### config.mk
export PLATFORM = sky130hd
export DESIGN_NAME = cmp_arbiter_flat
export DESIGN_NICKNAME = d
export VERILOG_FILES = /design/src/rtl/cmp_arbiter_if.sv /design/src/rtl/cmp_arbiter.sv /design/src/flat_wrapper.sv
export SDC_FILE = /design/constraint.sdc
export NUM_CORES = 1
export LEC_CHECK = 0
export BUFFER_PORTS_ARGS = -buffer_cell sky130_fd_sc_hd__buf_4
export CORE_AREA = 5 5 133 135
export CTS_BUF_LIST = sky130_fd_sc_hd__clkbuf_4
export DETAILED_ROUTE_END_ITERATION = 8
export DIE_AREA = 0 0 138 140
export GPL_TIMING_DRIVEN = 0
export MAX_ROUTING_LAYER = met4
export PLACE_DENSITY = 0.75
export SLEW_MARGIN = 40
export SYNTH_ARGS = -nofsm -noshare
export SYNTH_HDL_FRONTEND = slang
export SYNTH_SLANG_ARGS = --single-unit
### constraint.sdc
create_clock -name clk -period 3.85 [get_ports clk]
set_input_delay 0.385 -clock clk [delete_from_list [all_inputs] [get_ports clk]]
set_output_delay 0.385 -clock clk [all_outputs]
set_load 0.02 [all_outputs]
### src/rtl/cmp_arbiter_if.sv
// cmp_arbiter_if
//   Bundles the requester-side and comparator-side signals of cmp_arbiter.
//   The clock and reset stay outside as plain ports.
//
//   Requester side : req, a_in, b_in -> gnt, ack, res_lt/eq/gt/err, busy
//   Comparator side: cmp_op, cmp_l, cmp_e, cmp_g -> cmp_rst, cmp_load, cmp_a, cmp_b
//
//   Modports:
//     slave  - the arbiter itself
//     master - the environment (requesting units plus the shared comparator)
interface cmp_arbiter_if #(
    parameter int N = 4,
    parameter int W = 32
);
    // Requester side
    logic [N-1:0]   req;
    logic [N*W-1:0] a_in;
    logic [N*W-1:0] b_in;
    logic [N-1:0]   gnt;
    logic [N-1:0]   ack;
    logic           res_lt;
    logic           res_eq;
    logic           res_gt;
    logic           res_err;
    logic           busy;

    // Comparator side
    logic           cmp_rst;
    logic           cmp_load;
    logic [W-1:0]   cmp_a;
    logic [W-1:0]   cmp_b;
    logic           cmp_op;
    logic           cmp_l;
    logic           cmp_e;
    logic           cmp_g;

    modport slave (
        input  req, a_in, b_in, cmp_op, cmp_l, cmp_e, cmp_g,
        output gnt, ack, res_lt, res_eq, res_gt, res_err, busy,
               cmp_rst, cmp_load, cmp_a, cmp_b
    );

    modport master (
        output req, a_in, b_in, cmp_op, cmp_l, cmp_e, cmp_g,
        input  gnt, ack, res_lt, res_eq, res_gt, res_err, busy,
               cmp_rst, cmp_load, cmp_a, cmp_b
    );
endinterface

### src/rtl/cmp_arbiter.sv
// cmp_arbiter
//   Round-robin arbiter and sequencer that shares one bit-serial magnitude
//   comparator among N requesters. For each transaction it grants one
//   requester, latches that requester's operands, clears and then loads the
//   comparator, and waits for its done flag (or a timeout). It then returns
//   the result with a one-cycle acknowledge.
//
//   Ports:
//     clk  - system clock, all state on the rising edge
//     rst  - asynchronous active-low reset
//     bus  - cmp_arbiter_if.slave (requests, operands, grants, acks, results,
//            and the comparator control/status lines)
module cmp_arbiter #(
    parameter int N       = 4,
    parameter int W       = 32,
    parameter int TIMEOUT = 48
) (
    input  logic          clk,
    input  logic          rst,
    cmp_arbiter_if.slave  bus
);

    localparam int IDX_W = $clog2(N);
    localparam int CNT_W = $clog2(TIMEOUT);

    typedef enum logic [2:0] {
        S_IDLE,
        S_CLEAR,
        S_LOAD,
        S_RUN,
        S_DONE
    } state_t;

    state_t             state_q, state_d;
    logic [IDX_W-1:0]   ptr_q, ptr_d;
    logic [IDX_W-1:0]   win_q, win_d;
    logic [N-1:0]       gnt_q, gnt_d;
    logic [N-1:0]       ack_q, ack_d;
    logic               res_lt_q, res_lt_d;
    logic               res_eq_q, res_eq_d;
    logic               res_gt_q, res_gt_d;
    logic               res_err_q, res_err_d;
    logic               cmp_rst_q, cmp_rst_d;
    logic               cmp_load_q, cmp_load_d;
    logic [W-1:0]       cmp_a_q, cmp_a_d;
    logic [W-1:0]       cmp_b_q, cmp_b_d;
    logic [CNT_W-1:0]   cnt_q, cnt_d;

    logic               pick_found;
    logic [IDX_W-1:0]   pick_idx;
    logic [IDX_W-1:0]   cand;
    logic               timeout;

    // Round-robin pick: the first set request bit at or above ptr, wrapping.
    always_comb begin
        pick_found = 1'b0;
        pick_idx   = ptr_q;
        cand       = ptr_q;
        for (int k = 0; k < N; k++) begin
            cand = IDX_W'((int'(ptr_q) + k) % N);
            if (!pick_found && bus.req[cand]) begin
                pick_found = 1'b1;
                pick_idx   = cand;
            end
        end
    end

    assign timeout = (cnt_q == CNT_W'(TIMEOUT - 1));

    always_comb begin
        // NOTE: every signal gets a default before the case so that no path
        // leaves one unassigned, which would otherwise infer a latch.
        state_d   = state_q;
        ptr_d     = ptr_q;
        win_d     = win_q;
        gnt_d     = gnt_q;
        ack_d     = '0;
        res_lt_d  = res_lt_q;
        res_eq_d  = res_eq_q;
        res_gt_d  = res_gt_q;
        res_err_d = res_err_q;
        cmp_a_d   = cmp_a_q;
        cmp_b_d   = cmp_b_q;
        cnt_d     = cnt_q;

        case (state_q)
            S_IDLE: begin
                if (pick_found) begin
                    win_d   = pick_idx;
                    gnt_d   = N'(1) << pick_idx;
                    // Operands are frozen here; later changes on a_in/b_in
                    // cannot disturb the running comparison.
                    cmp_a_d = bus.a_in[pick_idx*W +: W];
                    cmp_b_d = bus.b_in[pick_idx*W +: W];
                    state_d = S_CLEAR;
                end
            end

            S_CLEAR: begin
                state_d = S_LOAD;
            end

            S_LOAD: begin
                cnt_d   = '0;
                state_d = S_RUN;
            end

            S_RUN: begin
                cnt_d = cnt_q + 1'b1;
                if (bus.cmp_op || timeout) begin
                    // Result and ack are registered together so both are
                    // valid during the single DONE cycle.
                    ack_d   = gnt_q;
                    state_d = S_DONE;
                    if (bus.cmp_op) begin
                        res_lt_d  = bus.cmp_l;
                        res_eq_d  = bus.cmp_e;
                        res_gt_d  = bus.cmp_g;
                        res_err_d = !$onehot({bus.cmp_l, bus.cmp_e, bus.cmp_g});
                    end else begin
                        res_lt_d  = 1'b0;
                        res_eq_d  = 1'b0;
                        res_gt_d  = 1'b0;
                        res_err_d = 1'b1;
                    end
                end
            end

            S_DONE: begin
                gnt_d   = '0;
                ptr_d   = (win_q == IDX_W'(N - 1)) ? '0 : win_q + 1'b1;
                state_d = S_IDLE;
            end

            default: begin
                state_d = S_IDLE;
            end
        endcase
    end

    // Comparator strobes are registered from the next state so they line up
    // exactly with the CLEAR and LOAD cycles.
    assign cmp_rst_d  = (state_d == S_CLEAR);
    assign cmp_load_d = (state_d == S_LOAD);

    always_ff @(posedge clk or negedge rst) begin
        if (!rst) begin
            state_q    <= S_IDLE;
            ptr_q      <= '0;
            win_q      <= '0;
            gnt_q      <= '0;
            ack_q      <= '0;
            res_lt_q   <= 1'b0;
            res_eq_q   <= 1'b0;
            res_gt_q   <= 1'b0;
            res_err_q  <= 1'b0;
            // Held high through reset and until the first edge after
            // release, so the comparator starts out cleared.
            cmp_rst_q  <= 1'b1;
            cmp_load_q <= 1'b0;
            cmp_a_q    <= '0;
            cmp_b_q    <= '0;
            cnt_q      <= '0;
        end else begin
            // NOTE: non-blocking assignments here so every register samples
            // the pre-edge values, independent of statement order.
            state_q    <= state_d;
            ptr_q      <= ptr_d;
            win_q      <= win_d;
            gnt_q      <= gnt_d;
            ack_q      <= ack_d;
            res_lt_q   <= res_lt_d;
            res_eq_q   <= res_eq_d;
            res_gt_q   <= res_gt_d;
            res_err_q  <= res_err_d;
            cmp_rst_q  <= cmp_rst_d;
            cmp_load_q <= cmp_load_d;
            cmp_a_q    <= cmp_a_d;
            cmp_b_q    <= cmp_b_d;
            cnt_q      <= cnt_d;
        end
    end

    assign bus.gnt      = gnt_q;
    assign bus.ack      = ack_q;
    assign bus.res_lt   = res_lt_q;
    assign bus.res_eq   = res_eq_q;
    assign bus.res_gt   = res_gt_q;
    assign bus.res_err  = res_err_q;
    assign bus.busy     = (state_q != S_IDLE);
    assign bus.cmp_rst  = cmp_rst_q;
    assign bus.cmp_load = cmp_load_q;
    assign bus.cmp_a    = cmp_a_q;
    assign bus.cmp_b    = cmp_b_q;

endmodule

### src/flat_wrapper.sv
// flat-port wrapper written by rule: the top's interface ports become plain ports
module cmp_arbiter_flat 
#(
    parameter int N       = 4,
    parameter int W       = 32,
    parameter int TIMEOUT = 48
)
  (clk, rst, bus_req, bus_a_in, bus_b_in, bus_cmp_op, bus_cmp_l, bus_cmp_e, bus_cmp_g, bus_gnt, bus_ack, bus_res_lt, bus_res_eq, bus_res_gt, bus_res_err, bus_busy, bus_cmp_rst, bus_cmp_load, bus_cmp_a, bus_cmp_b);
  cmp_arbiter_if #(.N(N), .W(W)) bus_i ();
  input  logic clk;
  input  logic rst;
  input wire logic [$bits(bus_i.req)-1:0] bus_req;
  input wire logic [$bits(bus_i.a_in)-1:0] bus_a_in;
  input wire logic [$bits(bus_i.b_in)-1:0] bus_b_in;
  input wire logic [$bits(bus_i.cmp_op)-1:0] bus_cmp_op;
  input wire logic [$bits(bus_i.cmp_l)-1:0] bus_cmp_l;
  input wire logic [$bits(bus_i.cmp_e)-1:0] bus_cmp_e;
  input wire logic [$bits(bus_i.cmp_g)-1:0] bus_cmp_g;
  output wire logic [$bits(bus_i.gnt)-1:0] bus_gnt;
  output wire logic [$bits(bus_i.ack)-1:0] bus_ack;
  output wire logic [$bits(bus_i.res_lt)-1:0] bus_res_lt;
  output wire logic [$bits(bus_i.res_eq)-1:0] bus_res_eq;
  output wire logic [$bits(bus_i.res_gt)-1:0] bus_res_gt;
  output wire logic [$bits(bus_i.res_err)-1:0] bus_res_err;
  output wire logic [$bits(bus_i.busy)-1:0] bus_busy;
  output wire logic [$bits(bus_i.cmp_rst)-1:0] bus_cmp_rst;
  output wire logic [$bits(bus_i.cmp_load)-1:0] bus_cmp_load;
  output wire logic [$bits(bus_i.cmp_a)-1:0] bus_cmp_a;
  output wire logic [$bits(bus_i.cmp_b)-1:0] bus_cmp_b;
  assign bus_i.req = bus_req;
  assign bus_i.a_in = bus_a_in;
  assign bus_i.b_in = bus_b_in;
  assign bus_i.cmp_op = bus_cmp_op;
  assign bus_i.cmp_l = bus_cmp_l;
  assign bus_i.cmp_e = bus_cmp_e;
  assign bus_i.cmp_g = bus_cmp_g;
  assign bus_gnt = bus_i.gnt;
  assign bus_ack = bus_i.ack;
  assign bus_res_lt = bus_i.res_lt;
  assign bus_res_eq = bus_i.res_eq;
  assign bus_res_gt = bus_i.res_gt;
  assign bus_res_err = bus_i.res_err;
  assign bus_busy = bus_i.busy;
  assign bus_cmp_rst = bus_i.cmp_rst;
  assign bus_cmp_load = bus_i.cmp_load;
  assign bus_cmp_a = bus_i.cmp_a;
  assign bus_cmp_b = bus_i.cmp_b;
  cmp_arbiter #(.N(N), .W(W), .TIMEOUT(TIMEOUT)) u_core (.clk(clk), .rst(rst), .bus(bus_i));
endmodule
; ---- Word level (Yosys, flattened, before mapping)
; Cells that the tools add are included.
[classes]
addsub = 7
magnitude_cmp = 4
n_eq_ne = 10
shift = 3
n_mux = 28
reduce_logical = 15
[ops]
columns = operator, n
row1 = variable part select 128 x 8 -> 32 bit, 2
row2 = "less-than comparator 2 x 3 -> 1 bit, second input constant", 4
row3 = 2-to-1 mux 1 bit, 12
row4 = 2-to-1 mux 4 bit, 3
row5 = case mux 3 bit (4 select lines), 1
row6 = case mux 6 bit (2 select lines), 1
row7 = "equality test 3 x 2 -> 1 bit, second input constant", 3
row8 = binary-select mux 1 bit (select 2 bit), 4
row9 = 2-to-1 mux 2 bit, 4
row10 = case mux 4 bit (2 select lines), 1
row11 = "adder 6 x 1 -> 6 bit, second input constant", 1
row12 = "equality test 3 x 1 -> 1 bit, second input constant", 2
row13 = "equality test 6 bit, second input constant", 1
row14 = 2-to-1 mux 3 bit, 2
row15 = AND reduction 2 bit, 3
row16 = "adder 2 x 1 -> 2 bit, second input constant", 2
row17 = "adder 2 bit, second input constant", 2
row18 = logical NOT 1 bit, 4
row19 = nonzero test 2 bit, 2
row20 = "<< shifter 1 x 2 -> 4 bit, first input constant", 1
row21 = "equality test 3 bit, second input constant", 1
row22 = logical AND 1 bit, 3
row23 = logical NOT 3 bit, 1
row24 = nonzero test 3 bit, 1
row25 = other kinds (6), 6
[word_totals]
reg_bits = 91
input_bits = 266

; ---- Depth between registers and ports, before layout
; Gate-level depths: netlist of the first run.
[logic_depth]
ltp_word = 15
depth_mapped = 9

; ---- Least setup slack after synthesis of the first run
; OpenSTA, ideal clock, no wires.
[synth_path]
kind = input to register
startpoint = in bus_req[1]
endpoint = reg u_core.cmp_a_q[28] (netlist: u_core.bus.cmp_a[28])
setup_time_ns = 0.136
arrival_time_ns = 1.784
path_slack_ns = 1.930
stages = 8
path_buffers = 3
path_cell_list = buf_2 nor3_1 a221oi_2 buf_2 buf_2 and3_1 a2111oi_2 a211oi_2
[synth_between]
elab_chain_cells = 13
elab_cells_between_ends = 23
classes_between = shift: 1 / mux: 15 / reduce/logical: 7
[synth_lines]
columns = item, line_no
row1 = from (decl), flat_wrapper.sv:12  ; input wire logic [$bits(bus_i.req)-1:0] bus_req;
row2 = binary-select mux 1 bit (select 2 bit), cmp_arbiter.sv:61  ; if (!pick_found && bus.req[cand]) begin
row3 = 2-to-1 mux 1 bit (not written as such), cmp_arbiter.sv:61
row4 = 2-to-1 mux 1 bit, cmp_arbiter.sv:61
row5 = logical NOT 1 bit, cmp_arbiter.sv:61
row6 = logical AND 1 bit, cmp_arbiter.sv:61
row7 = 2-to-1 mux 1 bit, cmp_arbiter.sv:61
row8 = logical NOT 1 bit, cmp_arbiter.sv:61
row9 = logical AND 1 bit, cmp_arbiter.sv:61
row10 = 2-to-1 mux 1 bit, cmp_arbiter.sv:61
row11 = logical NOT 1 bit, cmp_arbiter.sv:61
row12 = logical AND 1 bit, cmp_arbiter.sv:61
row13 = 2-to-1 mux 2 bit / 2-to-1 mux 1 bit (equally long branches), cmp_arbiter.sv:61
row14 = variable part select 128 x 8 -> 32 bit / AND reduction 2 bit (equally long branches), --
row15 = to (signal assigned), cmp_arbiter.sv:178  ; cmp_a_q <= cmp_a_d;
row16 = to (decl), cmp_arbiter.sv:45  ; logic [W-1:0] cmp_a_q, cmp_a_d;
; Parallel ways exist; a longest one is shown, timed or not. The select of a mux whose other input is x is not followed.
; A chain may end at the register's enable or synchronous reset.

; ---- Worst setup path after layout of the first run
[layout_path]
startpoint = reg u_core.ptr_q[0]
endpoint = reg u_core.cmp_b_q[20] (netlist: u_core.bus.cmp_b[20])
[layout_between]
elab_chain_cells = 13
elab_cells_between_ends = 26
classes_between = add/sub: 3 / shift: 1 / mux: 15 / reduce/logical: 7
[layout_lines]
columns = item, line_no
row1 = from (decl), cmp_arbiter.sv:35  ; logic [IDX_W-1:0] ptr_q, ptr_d;
row2 = from (signal assigned), cmp_arbiter.sv:168  ; ptr_q <= ptr_d;
row3 = branches (longest 13 deep; another with adder 2 x 1 -> 2 bit), --
row4 = to (signal assigned), cmp_arbiter.sv:179  ; cmp_b_q <= cmp_b_d;
row5 = to (decl), cmp_arbiter.sv:46  ; logic [W-1:0] cmp_b_q, cmp_b_d;
; Several ways; the timed one is not identified. The select of a mux whose other input is x is not followed.

==> impl_metrics.prom, run 1 <==
# TYPE chip_impl_metric gauge
chip_impl_info{name="critPathTopFamily",value="compound AO/OA/AOI/OAI gates"} 1
chip_impl_info{name="ys_top_cells_by_count",value="dfrtp_1 (90), o21ai_0 (52), nand3_1 (51), a21oi_1 (47), a221o_1 (44)"} 1
chip_impl_metric{name="via_count_of_the_first_global_routing_pass",unit=""} 6558
chip_impl_metric{name="cap_violations",unit=""} 0
chip_impl_info{name="yosys.cell_count.top_type",value="dfrtp_1"} 1
chip_impl_metric{name="finalWorstSetupSlack",unit="ns"} 1.46
chip_impl_metric{name="post-route-drc-count",unit=""} 0
chip_impl_metric{name="final_nets",unit=""} 1219
chip_impl_metric{name="power_per_cell_area",unit="mW/mm2"} 710
chip_impl_metric{name="worst_slew_margin_rel",unit="%"} 49.9
chip_impl_info{name="worstSetupEndpointType",value="flop"} 1
chip_impl_metric{name="cts-root-to-sink-buffers",unit=""} 2
chip_impl_metric{name="ir_drop",unit="mV"} 0.278
chip_impl_metric{name="initialDrtViolationCount",unit=""} 388
chip_impl_metric{name="timing_worst_slew_pin_value",unit="ns"} 0.751
chip_impl_metric{name="dp_worst_setup_slack",unit="ns"} 1.43
chip_impl_metric{name="layout-area-overhead-vs-synth",unit="%"} 52.0
chip_impl_metric{name="ff2ff_setup_slack",unit="ns"} 1.46
chip_impl_metric{name="wire_per_inst",unit="um"} 21.1
chip_impl_metric{name="floorplan.initialDensity",unit="%"} 35.4
chip_impl_info{name="hold_path_end",value="u_core.bus.res_eq"} 1
chip_impl_info{name="main_synth_ff_type",value="dfrtp_1"} 1
chip_impl_info{name="crit_path_top_delay_cell",value="dfrtp_1"} 1
chip_impl_metric{name="die_h",unit="um"} 140
chip_impl_info{name="rsz0062_at_grt",value="false"} 1
chip_impl_metric{name="ys_async_sr_fraction",unit="%"} 100
chip_impl_metric{name="worst-path-buf-inv",unit=""} 2
chip_impl_metric{name="wirelength",unit="mm"} 24.8
chip_impl_metric{name="core",unit="mm2"} 0.0163
chip_impl_metric{name="grt_overflow",unit=""} 0
chip_impl_metric{name="grt_max_degree",unit=""} 92
chip_impl_info{name="clock_tree_from_tritoncts",value="yes"} 1
chip_impl_metric{name="portBuffers",unit=""} 343
chip_impl_metric{name="number_of_iterations_in_the_first_detailed_routing_pass",unit=""} 5
chip_impl_info{name="timing.rr.end",value="u_core.bus.cmp_b[20]"} 1
chip_impl_metric{name="timing.critical_path.fanout_max",unit=""} 10
chip_impl_metric{name="worstSkewPairLatency",unit="ns"} 0.47
chip_impl_metric{name="hold_depth",unit=""} 2
chip_impl_metric{name="place_area",unit="mm2"} 0.00866
chip_impl_metric{name="post_synth_inst_count",unit=""} 595
chip_impl_metric{name="route.detailed.vias_per_inst",unit=""} 5.52
chip_impl_metric{name="wire_length_of_the_first_global_routing_pass",unit="mm"} 37.1
chip_impl_metric{name="clock-sinks",unit=""} 91
chip_impl_metric{name="timing.hold.ws",unit="ns"} 0.177
chip_impl_metric{name="cp.depth",unit=""} 7
chip_impl_metric{name="syn_area",unit="mm2"} 0.00579
chip_impl_info{name="main_area_contributors_after_synthesis",value="dfrtp_1 (39%), a221o_1 (7.6%), o22a_1 (6.5%)"} 1
chip_impl_metric{name="yosys_warnings",unit=""} 0
chip_impl_metric{name="number_of_cell_rows",unit=""} 47
chip_impl_metric{name="final_area",unit="mm2"} 0.00881
chip_impl_metric{name="min_period_over_period",unit="%"} 62.1
chip_impl_metric{name="finish.cell_count_without_fillers",unit=""} 1176
chip_impl_metric{name="cp_slowest_stage_delay",unit="ns"} 0.45
chip_impl_metric{name="placedCellCount",unit=""} 1158
chip_impl_metric{name="place.detailed.hpwl",unit="mm"} 19.4
chip_impl_info{name="r2r-start",value="u_core.ptr_q[0]"} 1
chip_impl_metric{name="synth_top_area_share",unit="%"} 38.9
chip_impl_metric{name="dr_total_vias",unit=""} 6487
chip_impl_metric{name="cts_made_buffers",unit=""} 9
chip_impl_metric{name="postRouteAntennaNets",unit=""} 0
chip_impl_metric{name="worst_setup_hold_path_clk_slew",unit="ns"} 0.15
chip_impl_metric{name="gp_congestion",unit=""} 0.903
chip_impl_metric{name="reg2regPathDepth",unit=""} 7
chip_impl_info{name="holdCritStartpoint",value="bus_cmp_e"} 1
chip_impl_metric{name="htreeDepth",unit=""} 3
chip_impl_metric{name="critPathRequiredTime",unit="ns"} 4.21
chip_impl_metric{name="power.leakage",unit="nW"} 4.11
chip_impl_metric{name="drive_above_1_share",unit="%"} 47.1
chip_impl_metric{name="yosys_register_bits",unit=""} 91
chip_impl_metric{name="fmax",unit="GHz"} 0.418
chip_impl_metric{name="totalPowerFinal",unit="mW"} 6.25
chip_impl_metric{name="fraction_of_the_yosys_area_taken_by_sequential_cells",unit="%"} 39.3
chip_impl_metric{name="globalRouteTotalUtil",unit="%"} 25.1
chip_impl_metric{name="postSynthNetCount",unit=""} 864
chip_impl_metric{name="synth_area_per_cell",unit="um2"} 9.74
chip_impl_metric{name="die-area",unit="mm2"} 0.0193
chip_impl_metric{name="ios",unit=""} 345
chip_impl_info{name="kind_of_launch_point_of_the_worst_setup_path",value="flop"} 1
chip_impl_info{name="clock-root-buffer",value="clkbuf_4"} 1
chip_impl_metric{name="hold_viol",unit=""} 0
chip_impl_metric{name="final-max-slew-violation-count",unit=""} 0
chip_impl_metric{name="fin_crit",unit="ns"} 2.39
chip_impl_metric{name="arrival",unit="ns"} 2.76
chip_impl_metric{name="count_of_flip_flops_with_a_built_in_enable_after_synthesis",unit=""} 0
chip_impl_metric{name="chipWidth",unit="um"} 138
chip_impl_info{name="hp-class",value="in2reg"} 1
chip_impl_info{name="synth_top_area_cell",value="dfrtp_1"} 1
chip_impl_metric{name="clock_skew_after_layout",unit="ns"} 0.0191
chip_impl_metric{name="finalSetupTns",unit="ns"} 0
chip_impl_info{name="outcome",value="finished clean"} 1
chip_impl_info{name="timing_worst_setup_path_type",value="reg2reg"} 1
chip_impl_metric{name="post-route-util",unit="%"} 53.9
chip_impl_info{name="crit_path_cell_trace",value="clkbuf_2, nor2b_2, a22oi_2, nand3_2, clkbuf_1, a221o_1, o22a_1"} 1
chip_impl_metric{name="yosys.cell_types.count",unit=""} 54
chip_impl_metric{name="antenna_found_initial",unit=""} 1
chip_impl_metric{name="setup_viol",unit=""} 0
## how the worst max path moves through the flow
stage	endpoint	slack, ns	start
after floorplan	u_core.bus.cmp_a[28]	1.93	bus_req[1]
after global placement	u_core.bus.cmp_b[20]	1.21	bus_req[3]
after detailed placement	u_core.bus.cmp_b[29]	1.43	bus_req[1]
after CTS	u_core.bus.cmp_b[20]	1.46	u_core.ptr_q[0]
after global routing	u_core.bus.cmp_b[13]	1.34	u_core.ptr_q[0]
final	u_core.bus.cmp_b[20]	1.46	u_core.ptr_q[0]
## placed cells by master (no fill, tap or decap), types with 2 or more instances in the layout
cell,count
buf_2,23
o21ai_0,52
buf_6,10
clkinv_2,2
buf_4,352
clkbuf_4,11
a221o_1,44
inv_1,5
clkbuf_1,20
and2b_4,2
o21a_1,2
a21oi_1,47
a21o_1,4
nor2b_1,2
nand2b_1,4
nor3_1,5
dfrtp_1,90
or3_1,2
a32o_1,3
and3_1,26
a211oi_1,8
o22a_1,43
nor2_1,29
clkinvlp_4,2
a2111oi_2,21
a211oi_2,13
nand2_1,26
o31ai_1,3
mux2i_1,21
ha_1,2
nand3_1,51
## sequential cells by signal (all words and copies together) (netlist names)
register             cells
u_core.bus.gnt           4
u_core.ptr_q             2
u_core.state_q           3
u_core.bus.cmp_rst       1
u_core.cnt_q             6
u_core.bus.res_err       1
u_core.bus.ack           4
u_core.bus.res_lt        1
u_core.win_q             2
u_core.bus.res_eq        1
u_core.bus.cmp_b        32
u_core.bus.res_gt        1
u_core.bus.cmp_a        32
u_core.bus.cmp_load      1
## layer usage
layer  global-route usage [%]  vias to the layer above  part of all wire [%]
met5                        -                        -                     0
met4                     8.94                        0                   2.8
met3                     4.91                       39                   7.1
met2                     41.5                      321                    49
met1                     30.8                     3098                    41
li1                         -                     3029                     -
## logic make-up (layout without fill, tap and decap cells)
group	count (synthesis)	in the layout	share of synthesized area [%]
compound gates	252	252	35.4
simple gates	156	156	13.6
flops	91	91	39.3
buf+inv	71	431	7.08
mux	22	22	3.82
fa+ha+maj	3	3	0.777
other cells	0	1	0
## where the power goes
part | switching (mW) | leakage, nW | internal (mW)
Sequential | 0.279 | 1.06 | 1.40
Combinational | 2.28 | 2.98 | 1.73
Clock | 0.353 | 0.0705 | 0.210
## area by class of cell
type                       instances  area [um2]
fill                            1575        7540
multi-input combinational        433        3110
timing repair buffer             344        2590
sequential                        91        2280
buffer                            64         383
tap                              220         275
clock buffer                      11        82.6
clock inverter                     5        53.8
inverter                           7        27.5
antenna                            1        2.50
## repair_timing
action                    CTS  global route
hold endpoints to repair   90             0
hold buffers                1             0
setup buffers               0             0
resized for setup           0             0
## worst reg2reg max path, cell delays in order, from the launching register on
cell,delay [ns]
dfrtp_1,0.45
clkbuf_2,0.20
nor2b_2,0.20
a22oi_2,0.17
nand3_2,0.30
clkbuf_1,0.38
a221o_1,0.45
o22a_1,0.16
Note: power is estimated with default switching activity, not from simulation.
==> run 2, diff against run 1 <==
Clock period 3.85 ns to 2.4 ns, I/O delays scaled along.
==> run 2 against run 1 <==
Effect of this change:
- sequential share of layout area decreased by 0.062 points
- fmax increased by 6.4%
- global-route usage about the same
- first-iteration DRC count increased by 7.0%
- worst hold slack got worse by 0.13 ns
- combinational power increased by 61%
- total power increased by 61%
- count of clock-buffer cells in the layout unchanged
- clock skew decreased by 0.0013 ns
- highest routed layer unchanged
- largest cell class unchanged
==> impl_metrics.prom, run 2 (same netlist as run 1, synthesis figures left out) <==
# TYPE chip_impl_metric gauge
chip_impl_info{name="outcome",value="finished clean"} 1
chip_impl_info{name="grt_busiest_layer",value="met2"} 1
chip_impl_metric{name="clock-sinks",unit=""} 91
chip_impl_info{name="timing.critical_path.from",value="u_core.ptr_q[1]"} 1
chip_impl_metric{name="hold_viol",unit=""} 0
chip_impl_metric{name="timing_worst_slew_pin_value",unit="ns"} 0.742
chip_impl_metric{name="cp_slowest_stage_delay",unit="ns"} 0.50
chip_impl_metric{name="gp_congestion",unit=""} 0.903
chip_impl_metric{name="setup_viol",unit=""} 0
chip_impl_metric{name="place.detailed.hpwl",unit="mm"} 19.4
chip_impl_metric{name="post-route-drc-count",unit=""} 0
chip_impl_info{name="capturing_element_of_the_worst_setup_path",value="u_core.bus.cmp_b[7]"} 1
chip_impl_metric{name="wire_per_inst",unit="um"} 21.1
chip_impl_metric{name="cts_made_buffers",unit=""} 9
chip_impl_info{name="layout.cells.most_common",value="buf_4"} 1
chip_impl_metric{name="chipWidth",unit="um"} 138
chip_impl_metric{name="power.leakage",unit="nW"} 4.12
chip_impl_metric{name="portBuffers",unit=""} 343
chip_impl_info{name="worstSetupEndpointType",value="flop"} 1
chip_impl_metric{name="min_period_over_period",unit="%"} 93.7
chip_impl_metric{name="worst-path-buf-inv",unit=""} 2
chip_impl_metric{name="gr-usage-met1",unit="%"} 30.8
chip_impl_metric{name="reg2regPathDepth",unit=""} 7
chip_impl_metric{name="floorplan.initialDensity",unit="%"} 35.4
chip_impl_metric{name="worst_slew_margin_rel",unit="%"} 50.6
chip_impl_metric{name="htreeDepth",unit=""} 3
chip_impl_metric{name="wire_length_of_the_first_global_routing_pass",unit="mm"} 37.1
chip_impl_info{name="hp-class",value="in2reg"} 1
chip_impl_metric{name="critPathRequiredTime",unit="ns"} 2.80
chip_impl_metric{name="fin_crit",unit="ns"} 2.25
chip_impl_metric{name="die_h",unit="um"} 140
chip_impl_metric{name="worst_setup_hold_path_clk_slew",unit="ns"} 0.15
chip_impl_metric{name="timing.critical_path.fanout_max",unit=""} 10
chip_impl_info{name="r2r-start",value="u_core.ptr_q[1]"} 1
chip_impl_metric{name="finalWorstSetupSlack",unit="ns"} 0.152
chip_impl_metric{name="die-area",unit="mm2"} 0.0193
chip_impl_metric{name="antenna_found_initial",unit=""} 1
chip_impl_metric{name="fmax",unit="GHz"} 0.445
chip_impl_metric{name="gr-usage-met3",unit="%"} 4.91
chip_impl_metric{name="globalRouteTotalUtil",unit="%"} 25.2
chip_impl_metric{name="grt_overflow",unit=""} 0
chip_impl_info{name="rsz0062_at_grt",value="false"} 1
chip_impl_metric{name="drive_above_1_share",unit="%"} 47.4
chip_impl_info{name="crit_path_top_delay_cell",value="dfrtp_1"} 1
chip_impl_metric{name="via_count_of_the_first_global_routing_pass",unit=""} 6578
chip_impl_info{name="holdCritStartpoint",value="bus_cmp_g"} 1
chip_impl_metric{name="ff2ff_setup_slack",unit="ns"} 0.15
chip_impl_info{name="timing_worst_setup_path_type",value="reg2reg"} 1
chip_impl_metric{name="cp.depth",unit=""} 7
chip_impl_metric{name="layout-area-overhead-vs-synth",unit="%"} 52.4
chip_impl_metric{name="placedCellCount",unit=""} 1158
chip_impl_metric{name="cts-root-to-sink-buffers",unit=""} 2
chip_impl_metric{name="worstSkewPairLatency",unit="ns"} 0.47
chip_impl_info{name="clock_tree_from_tritoncts",value="yes"} 1
chip_impl_info{name="kind_of_launch_point_of_the_worst_setup_path",value="flop"} 1
chip_impl_metric{name="wirelength",unit="mm"} 24.9
chip_impl_info{name="timing.rr.end",value="u_core.bus.cmp_b[7]"} 1
chip_impl_info{name="layout.cells.most_common_list",value="buf_4 (352), dfrtp_1 (90), o21ai_0 (52), nand3_1 (51), a21oi_1 (47)"} 1
chip_impl_metric{name="arrival",unit="ns"} 2.65
chip_impl_info{name="clock-root-buffer",value="clkbuf_4"} 1
chip_impl_metric{name="final_nets",unit=""} 1220
chip_impl_metric{name="met2_usage",unit="%"} 41.6
chip_impl_metric{name="final-max-slew-violation-count",unit=""} 0
chip_impl_metric{name="grt_max_degree",unit=""} 92
chip_impl_metric{name="totalPowerFinal",unit="mW"} 10.0
chip_impl_metric{name="initialDrtViolationCount",unit=""} 415
chip_impl_metric{name="core",unit="mm2"} 0.0163
chip_impl_metric{name="final_area",unit="mm2"} 0.00883
chip_impl_metric{name="number_of_cell_rows",unit=""} 47
chip_impl_metric{name="clock_skew_after_layout",unit="ns"} 0.0178
chip_impl_metric{name="postCtsSetupRepairBufs",unit=""} 0
chip_impl_metric{name="ir_drop",unit="mV"} 0.450
chip_impl_metric{name="power_per_cell_area",unit="mW/mm2"} 1140
chip_impl_metric{name="route.detailed.vias_per_inst",unit=""} 5.51
chip_impl_metric{name="finish.cell_count_without_fillers",unit=""} 1177
chip_impl_metric{name="dr_total_vias",unit=""} 6487
chip_impl_info{name="crit_path_cell_trace",value="buf_4, a21oi_1, o21ai_0, o2bb2ai_2, clkbuf_1, a221o_1, o22a_1"} 1
chip_impl_metric{name="number_of_iterations_in_the_first_detailed_routing_pass",unit=""} 5
chip_impl_metric{name="cap_violations",unit=""} 0
chip_impl_metric{name="ios",unit=""} 345
chip_impl_metric{name="dp_worst_setup_slack",unit="ns"} 0.0290
chip_impl_metric{name="place_area",unit="mm2"} 0.00866
chip_impl_metric{name="postRouteAntennaNets",unit=""} 0
chip_impl_info{name="critPathTopFamily",value="compound AO/OA/AOI/OAI gates"} 1
run 2: changes by cell type in the layout (fill, tap and decap cells not counted):
| cell | previous run | this run |
|---|---|---|
| nand3_4 | 0 | 1 |
| dlygate4sd3_1 | 1 | 2 |
| clkbuf_1 | 20 | 17 |
| nand3_2 | 1 | 0 |
| clkbuf_2 | 1 | 4 |
run 2: routing by layer:
metal / vias up / share of wire (%)
met1: 3057 / 40
met2: 345 / 49
li1: 3043 / -
met5: - / 0
met4: 0 / 3.1
met3: 42 / 7.8
run 2: how the worst min path moves through the flow:
stage                      endpoint  depth (start not counted)
2_1_floorplan     u_core.bus.ack[0]                          0
3_3_place_gp     u_core.bus.res_err                          2
3_5_place_dp   u_core.bus.cmp_a[19]                          1
4_1_cts           u_core.bus.res_lt                          2
5_1_grt           u_core.bus.res_lt                          2
6_report          u_core.bus.res_gt                          2
run 2: layout make-up:
cell class	instances	area (um2)
multi-input cells	433	3120
flip-flops and latches	91	2280
inverters	7	27.5
clock inverters	5	53.8
repair buffers	345	2600
plain buffers	64	387
clock buffers	11	82.6
diodes	1	2.50
well taps	220	275
fillers	1578	7520
run 2: power breakdown:
group / switching, mW / leakage (nW) / internal (mW) / total, mW
clock network: 0.568 / 0.0705 / 0.337 / 0.904
logic: 3.66 / 2.99 / 2.79 / 6.45
registers: 0.447 / 1.06 / 2.25 / 2.70
total: 4.67 / 4.12 / 5.38 / 10.0
run 2: worst register-to-register path, delay by kind of cell, from the launching register on:
kind | cells | cell delay (ns)
AO/OA/AOI/OAI | 5 | 1.01
buffers and inverters | 2 | 0.67
flip-flops | 1 | 0.50
run 2: repair_timing:
| action | CTS | global route |
|---|---|---|
| resized for setup | 0 | 7 |
| endpoints found under the setup margin | 0 | 23 |
| hold buffers | 2 | 0 |
| hold endpoints to repair | 91 | 0 |
run 2: metrics by stage:
stage | utilization [%] | setup TNS [ns] | hold slack (ns)
6_report | 54.0 | 0 | 0.0464
5_1_grt | 54.0 | 0 | 0.0314
4_1_cts | 53.9 | 0 | 0.00628
3_5_place_dp | 53.0 | 0 | 0.311
3_3_place_gp | 52.9 | -0.766 | 0.462
2_1_floorplan | - | 0 | -0.0556
==> run 3, diff against run 2 <==
Settings changed: PLACE_DENSITY 0.75 to default, PLACE_DENSITY_LB_ADDON from default to 0.12.
==> run 3 against run 2 <==
Effect of this change:
- final area is 0.79% higher
- critical path type unchanged
- count of clock-buffer cells in the layout is 2 lower
- sequential power hardly changed
- total power is 1.2% higher
- combinational power is 1% lower
- critical path depth stayed put
- routed wire length is 2.9% lower
- clock skew is 0.0031 ns lower
==> impl_metrics.prom, run 3 (same netlist as run 1, synthesis figures left out) <==
# TYPE chip_impl_metric gauge
chip_impl_info{name="outcome",value="finished clean"} 1
chip_impl_metric{name="reg2regPathDepth",unit=""} 7
chip_impl_metric{name="clock_skew_after_layout",unit="ns"} 0.0148
chip_impl_metric{name="dr_total_vias",unit=""} 6418
chip_impl_metric{name="worst-path-buf-inv",unit=""} 2
chip_impl_metric{name="final_area",unit="mm2"} 0.00890
chip_impl_metric{name="ff2ff_setup_slack",unit="ns"} 0.11
chip_impl_info{name="layout.cells.most_common_list",value="buf_4 (352), dfrtp_1 (90), o21ai_0 (52), nand3_1 (51), a21oi_1 (47)"} 1
chip_impl_metric{name="number_of_iterations_in_the_first_detailed_routing_pass",unit=""} 4
chip_impl_metric{name="final-max-slew-violation-count",unit=""} 0
chip_impl_metric{name="power_per_cell_area",unit="mW/mm2"} 1140
chip_impl_info{name="rsz0062_at_grt",value="false"} 1
chip_impl_metric{name="ios",unit=""} 345
chip_impl_metric{name="timing.critical_path.fanout_max",unit=""} 10
chip_impl_metric{name="clock-sinks",unit=""} 91
chip_impl_metric{name="grt_overflow",unit=""} 0
chip_impl_metric{name="drive_above_1_share",unit="%"} 47.4
chip_impl_metric{name="setup_viol",unit=""} 0
chip_impl_metric{name="postRouteAntennaNets",unit=""} 0
chip_impl_info{name="hp-class",value="in2reg"} 1
chip_impl_metric{name="hold_viol",unit=""} 0
chip_impl_metric{name="arrival",unit="ns"} 2.66
chip_impl_metric{name="power.leakage",unit="nW"} 4.16
chip_impl_metric{name="finish.cell_count_without_fillers",unit=""} 1180
chip_impl_metric{name="cts-root-to-sink-buffers",unit=""} 2
chip_impl_info{name="clock-root-buffer",value="clkbuf_4"} 1
chip_impl_info{name="hold_path_end",value="u_core.bus.res_eq"} 1
chip_impl_metric{name="placedCellCount",unit=""} 1158
chip_impl_metric{name="chipWidth",unit="um"} 138
chip_impl_metric{name="finalSetupTns",unit="ns"} 0
chip_impl_metric{name="via_count_of_the_first_global_routing_pass",unit=""} 6497
chip_impl_info{name="critPathTopFamily",value="compound AO/OA/AOI/OAI gates"} 1
chip_impl_metric{name="gp_congestion",unit=""} 0.938
chip_impl_metric{name="die_h",unit="um"} 140
chip_impl_metric{name="core",unit="mm2"} 0.0163
chip_impl_metric{name="grt_max_degree",unit=""} 92
chip_impl_metric{name="fillerInstances",unit=""} 1578
chip_impl_info{name="crit_path_top_delay_cell",value="dfrtp_1"} 1
chip_impl_metric{name="globalRouteTotalUtil",unit="%"} 24.7
chip_impl_metric{name="number_of_cell_rows",unit=""} 47
chip_impl_metric{name="die-area",unit="mm2"} 0.0193
chip_impl_metric{name="initialDrtViolationCount",unit=""} 410
chip_impl_metric{name="htreeDepth",unit=""} 3
chip_impl_metric{name="floorplan.initialDensity",unit="%"} 35.4
chip_impl_metric{name="antenna_found_initial",unit=""} 2
chip_impl_metric{name="cts_made_buffers",unit=""} 9
chip_impl_info{name="worstSetupEndpointType",value="flop"} 1
chip_impl_metric{name="wire_per_inst",unit="um"} 20.5
chip_impl_metric{name="place_area",unit="mm2"} 0.00866
chip_impl_metric{name="place.detailed.hpwl",unit="mm"} 18.7
chip_impl_info{name="r2r-start",value="u_core.ptr_q[0]"} 1
chip_impl_metric{name="wirelength",unit="mm"} 24.1
chip_impl_metric{name="wire_length_of_the_first_global_routing_pass",unit="mm"} 36.7
chip_impl_metric{name="hold_depth",unit=""} 2
chip_impl_info{name="holdCritStartpoint",value="bus_cmp_op"} 1
chip_impl_metric{name="min_period_over_period",unit="%"} 95.4
chip_impl_metric{name="portBuffers",unit=""} 343
chip_impl_metric{name="ir_drop",unit="mV"} 0.483
chip_impl_metric{name="final_nets",unit=""} 1222
chip_impl_info{name="crit_path_cell_trace",value="clkbuf_2, nor2b_2, a22oi_2, nand3_2, clkbuf_1, a221o_1, o22a_1"} 1
chip_impl_metric{name="timing.hold.ws",unit="ns"} 0.0436
chip_impl_metric{name="route.detailed.vias_per_inst",unit=""} 5.44
chip_impl_metric{name="worst_setup_hold_path_clk_slew",unit="ns"} 0.15
chip_impl_metric{name="cap_violations",unit=""} 0
chip_impl_info{name="clock_tree_from_tritoncts",value="yes"} 1
chip_impl_metric{name="postCtsSetupRepairBufs",unit=""} 0
chip_impl_metric{name="timing_worst_slew_pin_value",unit="ns"} 0.725
chip_impl_info{name="layout.cells.most_common",value="buf_4"} 1
chip_impl_metric{name="post-route-drc-count",unit=""} 0
chip_impl_info{name="timing_worst_setup_path_type",value="reg2reg"} 1
chip_impl_info{name="kind_of_launch_point_of_the_worst_setup_path",value="flop"} 1
chip_impl_metric{name="worst_slew_margin_rel",unit="%"} 51.7
chip_impl_metric{name="critPathRequiredTime",unit="ns"} 2.77
chip_impl_metric{name="fin_crit",unit="ns"} 2.29
chip_impl_metric{name="cp_slowest_stage_delay",unit="ns"} 0.45
chip_impl_metric{name="layout-area-overhead-vs-synth",unit="%"} 53.6
chip_impl_metric{name="worstSkewPairLatency",unit="ns"} 0.48
chip_impl_metric{name="fmax",unit="GHz"} 0.437
chip_impl_info{name="timing.rr.end",value="u_core.bus.cmp_b[10]"} 1
[run 3: changes by cell type in the layout (fill, tap and decap cells not counted)]
cell | previous run | this run
nand3_2 | 0 | 1
diode_2 | 1 | 2
clkinvlp_4 | 2 | 1
clkinv_2 | 2 | 1
nand3_4 | 1 | 0
inv_6 | 0 | 1
clkinv_4 | 0 | 2
bufinv_16 | 1 | 3
clkinv_1 | 1 | 0
clkbuf_2 | 4 | 3
clkbuf_4 | 11 | 9
dlygate4sd3_1 | 2 | 4
buf_2 | 23 | 24
[run 3: per-layer routing]
metal / global-route usage [%] / wire length (um) / share of wire, %
met1: 29.9 / 9800 / 41
met2: 41.3 / 12000 / 50
met3: 5.73 / 1630 / 6.8
met4: 7.75 / 677 / 2.8
met5: - / 0 / 0
[run 3: through the flow]
stage	setup WS [ns]	total power, mW	utilization, %
after floorplan	0.557	6.65	-
after global placement	0.0114	9.06	52.9
after detailed placement	0.0929	9.12	53.0
after CTS	0.0598	10.3	54.4
after global routing	0.00192	10.9	54.4
final	0.110	10.2	54.4
[run 3: how the worst max path moves through the flow]
stage / from / endpoint / slack, ns / cells past startpoint
global route: u_core.ptr_q[0] / u_core.bus.cmp_b[10] / 0.002 / 7
CTS: u_core.ptr_q[0] / u_core.bus.cmp_b[30] / 0.06 / 7
finish: u_core.ptr_q[0] / u_core.bus.cmp_b[10] / 0.11 / 7
floorplan: u_core.ptr_q[0] / u_core.bus.cmp_a[10] / 0.56 / 7
global placement: u_core.ptr_q[0] / u_core.bus.cmp_b[21] / 0.01 / 5
detailed placement: u_core.ptr_q[0] / u_core.bus.cmp_b[30] / 0.09 / 7
[run 3: cell type report]
type                       instances  area [um2]  share of cell area [%]
inverter                           7        27.5                   0.309
multi-input combinational        433        3110                    35.0
buffer                            64         387                    4.35
clock buffer                       9        67.6                   0.759
sequential                        91        2280                    25.6
timing repair buffer             347        2620                    29.5
tap                              220         275                    3.09
clock inverter                     7         124                    1.39
antenna                            2        5.00                  0.0563
[run 3: timing repair]
action	in CTS	in global routing
hold buffers	4	0
hold endpoints to repair	93	0
gates resized for setup	0	7
endpoints found under the setup margin	0	15
[run 3: worst reg2reg max path, delay by kind of cell (launching register included)]
| family | cells | cell delay (ns) |
|---|---|---|
| AO/OA/AOI/OAI | 3 | 0.74 |
| buffers and inverters | 2 | 0.51 |
| flip-flops | 1 | 0.45 |
| AND/OR/NAND/NOR | 2 | 0.49 |
[run 3: power breakdown]
part	leakage (nW)	switching (mW)	internal, mW
Combinational	3.00	3.57	2.79
Sequential	1.06	0.429	2.25
Clock	0.0967	0.602	0.534
